## config.mk

```make
export PLATFORM = sky130hd
export DESIGN_NAME = pc_branch_unit
export DESIGN_NICKNAME = d
export VERILOG_FILES = /design/src/rtl/pc_branch_unit_pkg.sv /design/src/rtl/pc_branch_unit_ras.sv /design/src/rtl/pc_branch_unit.sv
export SDC_FILE = /design/constraint.sdc
export NUM_CORES = 1
export LEC_CHECK = 0
export CAP_MARGIN = 5
export CORE_MARGIN = 1
export CORE_UTILIZATION = 54
export CTS_BUF_LIST = sky130_fd_sc_hd__clkbuf_8
export CTS_CLUSTER_SIZE = 28
export DETAILED_ROUTE_END_ITERATION = 16
export HOLD_SLACK_MARGIN = 0.12
export PLACE_DENSITY = 0.81
export SLEW_MARGIN = 20
export SYNTH_ARGS = -nofsm -noshare
export SYNTH_HDL_FRONTEND = slang
export SYNTH_SLANG_ARGS = --single-unit
```

## constraint.sdc

```tcl
create_clock -name clk -period 2.5 [get_ports clk]
set_input_delay 0.5 -clock clk [delete_from_list [all_inputs] [get_ports clk]]
set_output_delay 0.5 -clock clk [all_outputs]
set_load 0.005 [all_outputs]
```

## src/rtl/pc_branch_unit_pkg.sv

```systemverilog
// -----------------------------------------------------------------------------
// pc_branch_unit_pkg
// Shared constants for the branch-resolution path: opcode encodings of the
// control-transfer instructions and the bit positions inside the {Z,N} flag
// pair. Also imported by the writeback, forwarding and bubble-control blocks.
// -----------------------------------------------------------------------------
package pc_branch_unit_pkg;

   localparam logic [3:0] OP_BR    = 4'h9;  // unconditional branch
   localparam logic [3:0] OP_BRC   = 4'ha;  // BR.Z / BR.N, selected by brx
   localparam logic [3:0] OP_BRSUB = 4'hb;  // branch to subroutine (push link)
   localparam logic [3:0] OP_RET   = 4'hc;  // return (pop link)

   localparam int Z_BIT = 1;
   localparam int N_BIT = 0;

endpackage : pc_branch_unit_pkg

```

## src/rtl/pc_branch_unit_ras.sv

```systemverilog
// -----------------------------------------------------------------------------
// ras_stack
// Circular return-address LIFO. A push writes at the pointer and advances it;
// when full, the push silently overwrites the oldest entry and sets the
// sticky overflow flag. A pop reads the entry just below the pointer and
// retreats; popping an empty stack changes nothing but the sticky underflow
// flag.
//
// Ports:
//   clk        clock, all updates on posedge
//   rst        asynchronous active-low reset
//   push       write push_data and advance
//   pop        retreat (top_data is the value being popped)
//   push_data  value to push
//   top_data   combinational view of the entry below the pointer
//   empty      count == 0
//   count      number of valid entries (0..DEPTH)
//   ovf        sticky: push while full
//   unf        sticky: pop while empty
// -----------------------------------------------------------------------------
module ras_stack #(
   parameter  int W     = 8,
   parameter  int DEPTH = 4,
   localparam int PTR_W = $clog2(DEPTH)
) (
   input  logic           clk,
   input  logic           rst,
   input  logic           push,
   input  logic           pop,
   input  logic [W-1:0]   push_data,
   output logic [W-1:0]   top_data,
   output logic           empty,
   output logic [PTR_W:0] count,
   output logic           ovf,
   output logic           unf
);

   logic [W-1:0]     mem [DEPTH];
   logic [PTR_W-1:0] ptr_reg;
   logic [PTR_W:0]   count_reg;
   logic             ovf_reg;
   logic             unf_reg;
   logic             full;

   assign full     = (count_reg == (PTR_W+1)'(DEPTH));
   assign empty    = (count_reg == '0);
   // DEPTH is a power of two, so pointer arithmetic wraps naturally.
   assign top_data = mem[ptr_reg - PTR_W'(1)];
   assign count    = count_reg;
   assign ovf      = ovf_reg;
   assign unf      = unf_reg;

   // Entry contents carry no reset; only the bookkeeping does.
   always_ff @(posedge clk) begin
      if (push) begin
         mem[ptr_reg] <= push_data;
      end
   end

   always_ff @(posedge clk or negedge rst) begin
      if (!rst) begin
         ptr_reg   <= '0;
         count_reg <= '0;
         ovf_reg   <= 1'b0;
         unf_reg   <= 1'b0;
      end else if (push) begin
         ptr_reg <= ptr_reg + PTR_W'(1);
         if (full) begin
            ovf_reg <= 1'b1;
         end else begin
            count_reg <= count_reg + (PTR_W+1)'(1);
         end
      end else if (pop) begin
         if (empty) begin
            unf_reg <= 1'b1;
         end else begin
            ptr_reg   <= ptr_reg - PTR_W'(1);
            count_reg <= count_reg - (PTR_W+1)'(1);
         end
      end
   end

endmodule : ras_stack

```

## src/rtl/pc_branch_unit.sv

```systemverilog
// -----------------------------------------------------------------------------
// pc_branch_unit
// Program counter plus branch resolution. Decides whether the resolving
// instruction redirects fetch, selects the next PC (return > branch >
// sequential > hold), emits a one-cycle flush after every taken redirect and
// keeps subroutine return addresses in a ras_stack.
//
// Ports:
//   clk        clock
//   rst        asynchronous active-low reset
//   pc_en      1 = advance sequentially, 0 = stall
//   br_valid   op/brx/zn/target/link_pc are meaningful this cycle
//   op         opcode of the resolving instruction
//   brx        conditional select: 0 = Z, 1 = N
//   zn         {Z,N} flags
//   target     branch target
//   link_pc    return address pushed by BR.SUB
//   pc         current fetch address
//   flush      one-cycle pulse following a taken redirect
//   ras_count  valid return-stack entries
//   ras_ovf    sticky return-stack overflow
//   ras_unf    sticky return-stack underflow
// -----------------------------------------------------------------------------
module pc_branch_unit
   import pc_branch_unit_pkg::*;
#(
   parameter int          ADDR_W    = 8,
   parameter int          RAS_DEPTH = 4,
   parameter logic [ADDR_W-1:0] RESET_PC = '0
) (
   input  logic                         clk,
   input  logic                         rst,
   input  logic                         pc_en,
   input  logic                         br_valid,
   input  logic [3:0]                   op,
   input  logic                         brx,
   input  logic [1:0]                   zn,
   input  logic [ADDR_W-1:0]            target,
   input  logic [ADDR_W-1:0]            link_pc,
   output logic [ADDR_W-1:0]            pc,
   output logic                         flush,
   output logic [$clog2(RAS_DEPTH):0]   ras_count,
   output logic                         ras_ovf,
   output logic                         ras_unf
);

   logic [ADDR_W-1:0] pc_reg;
   logic [ADDR_W-1:0] pc_next;
   logic              flush_reg;
   logic              taken;
   logic              do_push;
   logic              do_pop;
   logic [ADDR_W-1:0] ras_top;
   logic              ras_empty;

   // Taken decision; nothing is taken without br_valid.
   always_comb begin
      taken   = 1'b0;
      do_push = 1'b0;
      do_pop  = 1'b0;
      if (br_valid) begin
         unique case (op)
            OP_BR:    taken = 1'b1;
            OP_BRC:   taken = brx ? zn[N_BIT] : zn[Z_BIT];
            OP_BRSUB: begin
               taken   = 1'b1;
               do_push = 1'b1;
            end
            OP_RET:   begin
               taken  = 1'b1;
               do_pop = 1'b1;
            end
            default:  taken = 1'b0;
         endcase
      end
   end

   // Next PC; a redirect always beats a stall. An empty-stack return falls
   // back to the register target.
   always_comb begin
      pc_next = pc_reg;
      if (do_pop) begin
         pc_next = ras_empty ? target : ras_top;
      end else if (taken) begin
         pc_next = target;
      end else if (pc_en) begin
         pc_next = pc_reg + ADDR_W'(1);
      end
   end

   always_ff @(posedge clk or negedge rst) begin
      if (!rst) begin
         pc_reg    <= RESET_PC;
         flush_reg <= 1'b0;
      end else begin
         pc_reg    <= pc_next;
         flush_reg <= taken;
      end
   end

   ras_stack #(
      .W     (ADDR_W),
      .DEPTH (RAS_DEPTH)
   ) u_ras (
      .clk       (clk),
      .rst       (rst),
      .push      (do_push),
      .pop       (do_pop),
      .push_data (link_pc),
      .top_data  (ras_top),
      .empty     (ras_empty),
      .count     (ras_count),
      .ovf       (ras_ovf),
      .unf       (ras_unf)
   );

   assign pc    = pc_reg;
   assign flush = flush_reg;

endmodule : pc_branch_unit

```

==> run_results.csv <==
group,metric,value,unit
timing,final_period_minus_worst_setup_slack,2.11,ns
worst_setup_path,timing.critical_path.buf_inv,2,
routing,vias,1557,
clock_tree,clkTransAtPathRegs,0.09,ns
cells_and_area,num-nets-final,256,
timing,setup_tns,0,ns
floorplan,fp.dieArea,4580,µm²
grt,grt_first_pass_wirelength,7100,µm
placed_design,place_hpwl,3250,µm
timing,timing.slew.headroom,48.7,%
clock_tree,clk_root_buffer_cell,"sky130_fd_sc_hd__clkbuf_8",
timing,worst_pin_slew,0.766,ns
grt,via_count_of_the_first_global_routing_pass,1514,
worst_setup_path,cp_cell_sequence,"clkdlybuf4s50_1, nor2b_1, and3_1, inv_1, fa_1, a221oi_1, a21oi_1",
placed_design,routabilityCongestion,0.914,
grt,grt_use_total,21.5,%
synthesis,synth_seq_cells,48,
worst_setup_path,crit_type,"input port to flop",
worst_setup_path,critical-path-top-delay-family,"buffers and inverters",
power,power.total,2.69,mW
worst_setup_path,critical_path_required,2.67,ns
routing,routed_wire_length_per_instance,16.0,µm
clock_tree,clock_path_buffers,2,
timing,report.final.setup_viol,0,
floorplan,start_util,57.0,%
synthesis,postSynth.asyncResetShare,33.3,%
cells_and_area,n_antenna_cell,0,
worst_setup_path,critPathLaunchType,"input port",
clock_tree,cts_tree,"built",
synthesis,dominantRegCellSynth,"sky130_fd_sc_hd__edfxtp_1",
synthesis,synth_warnings,0,
routing,drt_first_pass_iters,4,
floorplan,die_span_y,67.7,µm
timing,maxClockFrequency,473,MHz
synthesis,synthMostInstantiatedCell,"sky130_fd_sc_hd__edfxtp_1",
synthesis,netlist.top_cell.by_area,"sky130_fd_sc_hd__edfxtp_1",
routing,met3_length,259,µm
clock_tree,post_cts_resize_count,0,
synthesis,ys_top_cells_by_area,"sky130_fd_sc_hd__edfxtp_1, sky130_fd_sc_hd__dfrtp_1, sky130_fd_sc_hd__mux4_1, sky130_fd_sc_hd__ha_1, sky130_fd_sc_hd__nor2_1",
worst_setup_path,rr_worst_depth,6,
synthesis,syn_nets,204,
placed_design,numPortBuffers,40,
synthesis,yosysUniqueCellTypes,47,
clock_tree,cts_buffer_count,5,
clock_tree,worst_skew_pair.late_latency,0.29,ns
power,total_power_density_per_cell_area,909,nW/µm²
cells_and_area,area_delta_synth_final,26.9,%
routing,wl_met1,1910,µm
floorplan,std_cell_rows,23,
worst_setup_path,critical_path.endpoint_type,"flop",
routing,detailroute.wirelength.met2,2170,µm
synthesis,synth-seq-area-share,58.4,%
grt,number_of_antenna_violations_at_the_first_check_in_global_routing,0,
worst_setup_path,critical-path-slowest-cell,"sky130_fd_sc_hd__clkdlybuf4s50_1",
status,result_of_the_run,"complete, no violations",
timing,clock_skew,0.00834,ns
clock_tree,cts.hold.buffers_added,0,
cells_and_area,seqCellArea,1360,µm²
routing,post_dr_vias_cell,5.68,
timing,min_period_over_period,84.6,%
synthesis,postSynthAreaPerCell,13.6,µm²
run,number_of_maximum_capacitance_constraint_violations,0,
timing,final-max-slew-violation-count,0,
worst_setup_path,number_of_logic_stages_on_the_critical_path_including_buffering,7,
cells_and_area,post_route_cells_drive_above_1_share,12.9,%
worst_hold_path,hold_depth,1,
routing,drt_drc_violations_left,0,
synthesis,synth_cells,171,
floorplan,num_io_pins,41,
clock_tree,clk_sinks,48,
worst_setup_path,critical_path.max_fanout,4,
clock_tree,clock_tree.htree_level_count,2,
power,total_leakage_power,1.13,nW
clock_tree,post-cts-setup-buffer-count,0,
timing,grt_setup_unrepaired,"false",
cells_and_area,flip_flop_count_of_the_largest_register_after_layout,32,
synthesis,synth-edff-count,32,
routing,drtIter0Drc,141,
synthesis,synth_top_area_share,41.2,%
synthesis,synth_area,2330,µm²
power,peakVddDrop,0.525,mV
routing,final_wirelength,4400,µm
timing,hold_viol,0,
worst_setup_path,cpPeakStageDelay,0.52,ns
grt,grt_remaining_overflow,0,
cells_and_area,multiInputGateArea,888,µm²
routing,postRouteAntennaNets,0,
cells_and_area,layout.filler_cells,281,
worst_setup_path,arrival,2.29,ns
worst_hold_path,worstHoldPathType,"flop to flop",
synthesis,synth.top_cells.by_count,"sky130_fd_sc_hd__edfxtp_1, sky130_fd_sc_hd__dfrtp_1, sky130_fd_sc_hd__nor2_1",
floorplan,total_core_area,4090,µm²
floorplan,dieWidth,67.7,µm
routing,topRoutingLayerUsed,"met4",
grt,grt_max_degree,17,
==> report_power, final <==
part	leakage (nW)	total [mW]	switching (mW)	internal, mW
registers	0.481	1.14	0.170	0.972
logic	0.596	0.994	0.411	0.583
clock network	0.0548	0.554	0.253	0.301
total	1.13	2.69	0.834	1.86
==> area by class of cell <==
| class | instances | area share [%] |
|---|---|---|
| repair buffers | 53 | 16.8 |
| well taps | 50 | 2.11 |
| clock buffers | 5 | 2.33 |
| inverters | 9 | 1.14 |
| multi-input cells | 106 | 30.0 |
| clock inverters | 3 | 1.56 |
| flip-flops and latches | 48 | 46.0 |
==> final timing paths <==
path | slack, ns | end | startpoint
setup / recovery | 0.39 | u_ras.count[2]$_DFFE_PN0P_ | op[0]
hold / removal | 0.49 | u_ras.unf$_DFFE_PN0P_ | u_ras.unf$_DFFE_PN0P_
setup reg to reg | 0.53 | pc[5]$_DFFE_PN0P_ | u_ras.ptr_reg[0]$_DFFE_PN0P_
hold reg to reg | 0.49 | u_ras.unf$_DFFE_PN0P_ | u_ras.unf$_DFFE_PN0P_
max in group asynchronous | 1.38 | pc[4]$_DFFE_PN0P_ | rst
min in group asynchronous | 0.65 | u_ras.count[0]$_DFFE_PN0P_ | rst
==> metrics by stage <==
step	cells	instance area [µm²]	utilization [%]	setup slack [ns]	hold slack, ns
2_1_floorplan	171	2330	-	0.321	0.204
3_3_place_gp	266	2840	69.6	0.161	0.449
3_5_place_dp	266	2840	69.6	0.0917	0.469
4_1_cts	274	2960	72.4	0.399	0.495
5_1_grt	274	2960	72.4	0.239	0.502
6_report	274	2960	72.4	0.386	0.488
==> layout by cell type, fill, tap and decap left out, drive strengths merged, types with 2 or more instances in the layout <==
master and instances:
clkdlybuf4s50 40, xor2 4, nor2 12, or3 2
nand4 2, a31o 2, ha 5, xnor2 3
buf 13, nand2 10, clkbuf 5, a221o 2
dfrtp 16, nor2b 2, nor3 2, a221oi 3
nor3b 4, and3 2, mux2i 2, mux4 8
o21ai 7, a21oi 8, inv 10, and2 6
o22ai 3, edfxtp 32, nand3 5
==> kinds of logic (layout without fill, tap and decap cells) <==
kind of cell | Yosys count | count (layout) | synth area share (%)
AOI/OAI and AO/OA | 33 | 33 | 10.1
muxes | 11 | 11 | 10.4
and+or+nand+nor | 49 | 49 | 11.4
xor gates and xnor gates | 7 | 7 | 2.63
buffers and inverters | 17 | 70 | 3.49
adders and majority gates | 6 | 6 | 3.54
DFF | 48 | 48 | 58.4
==> routing by layer <==
| metal | up-vias | global-route usage (%) |
|---|---|---|
| met4 | 0 | 9.04 |
| met5 | - | 0 |
| met3 | 6 | 4.73 |
| li1 | 748 | - |
| met2 | 51 | 34.0 |
| met1 | 752 | 28.5 |
No activity file was read; power rests on OpenSTA's default activity.
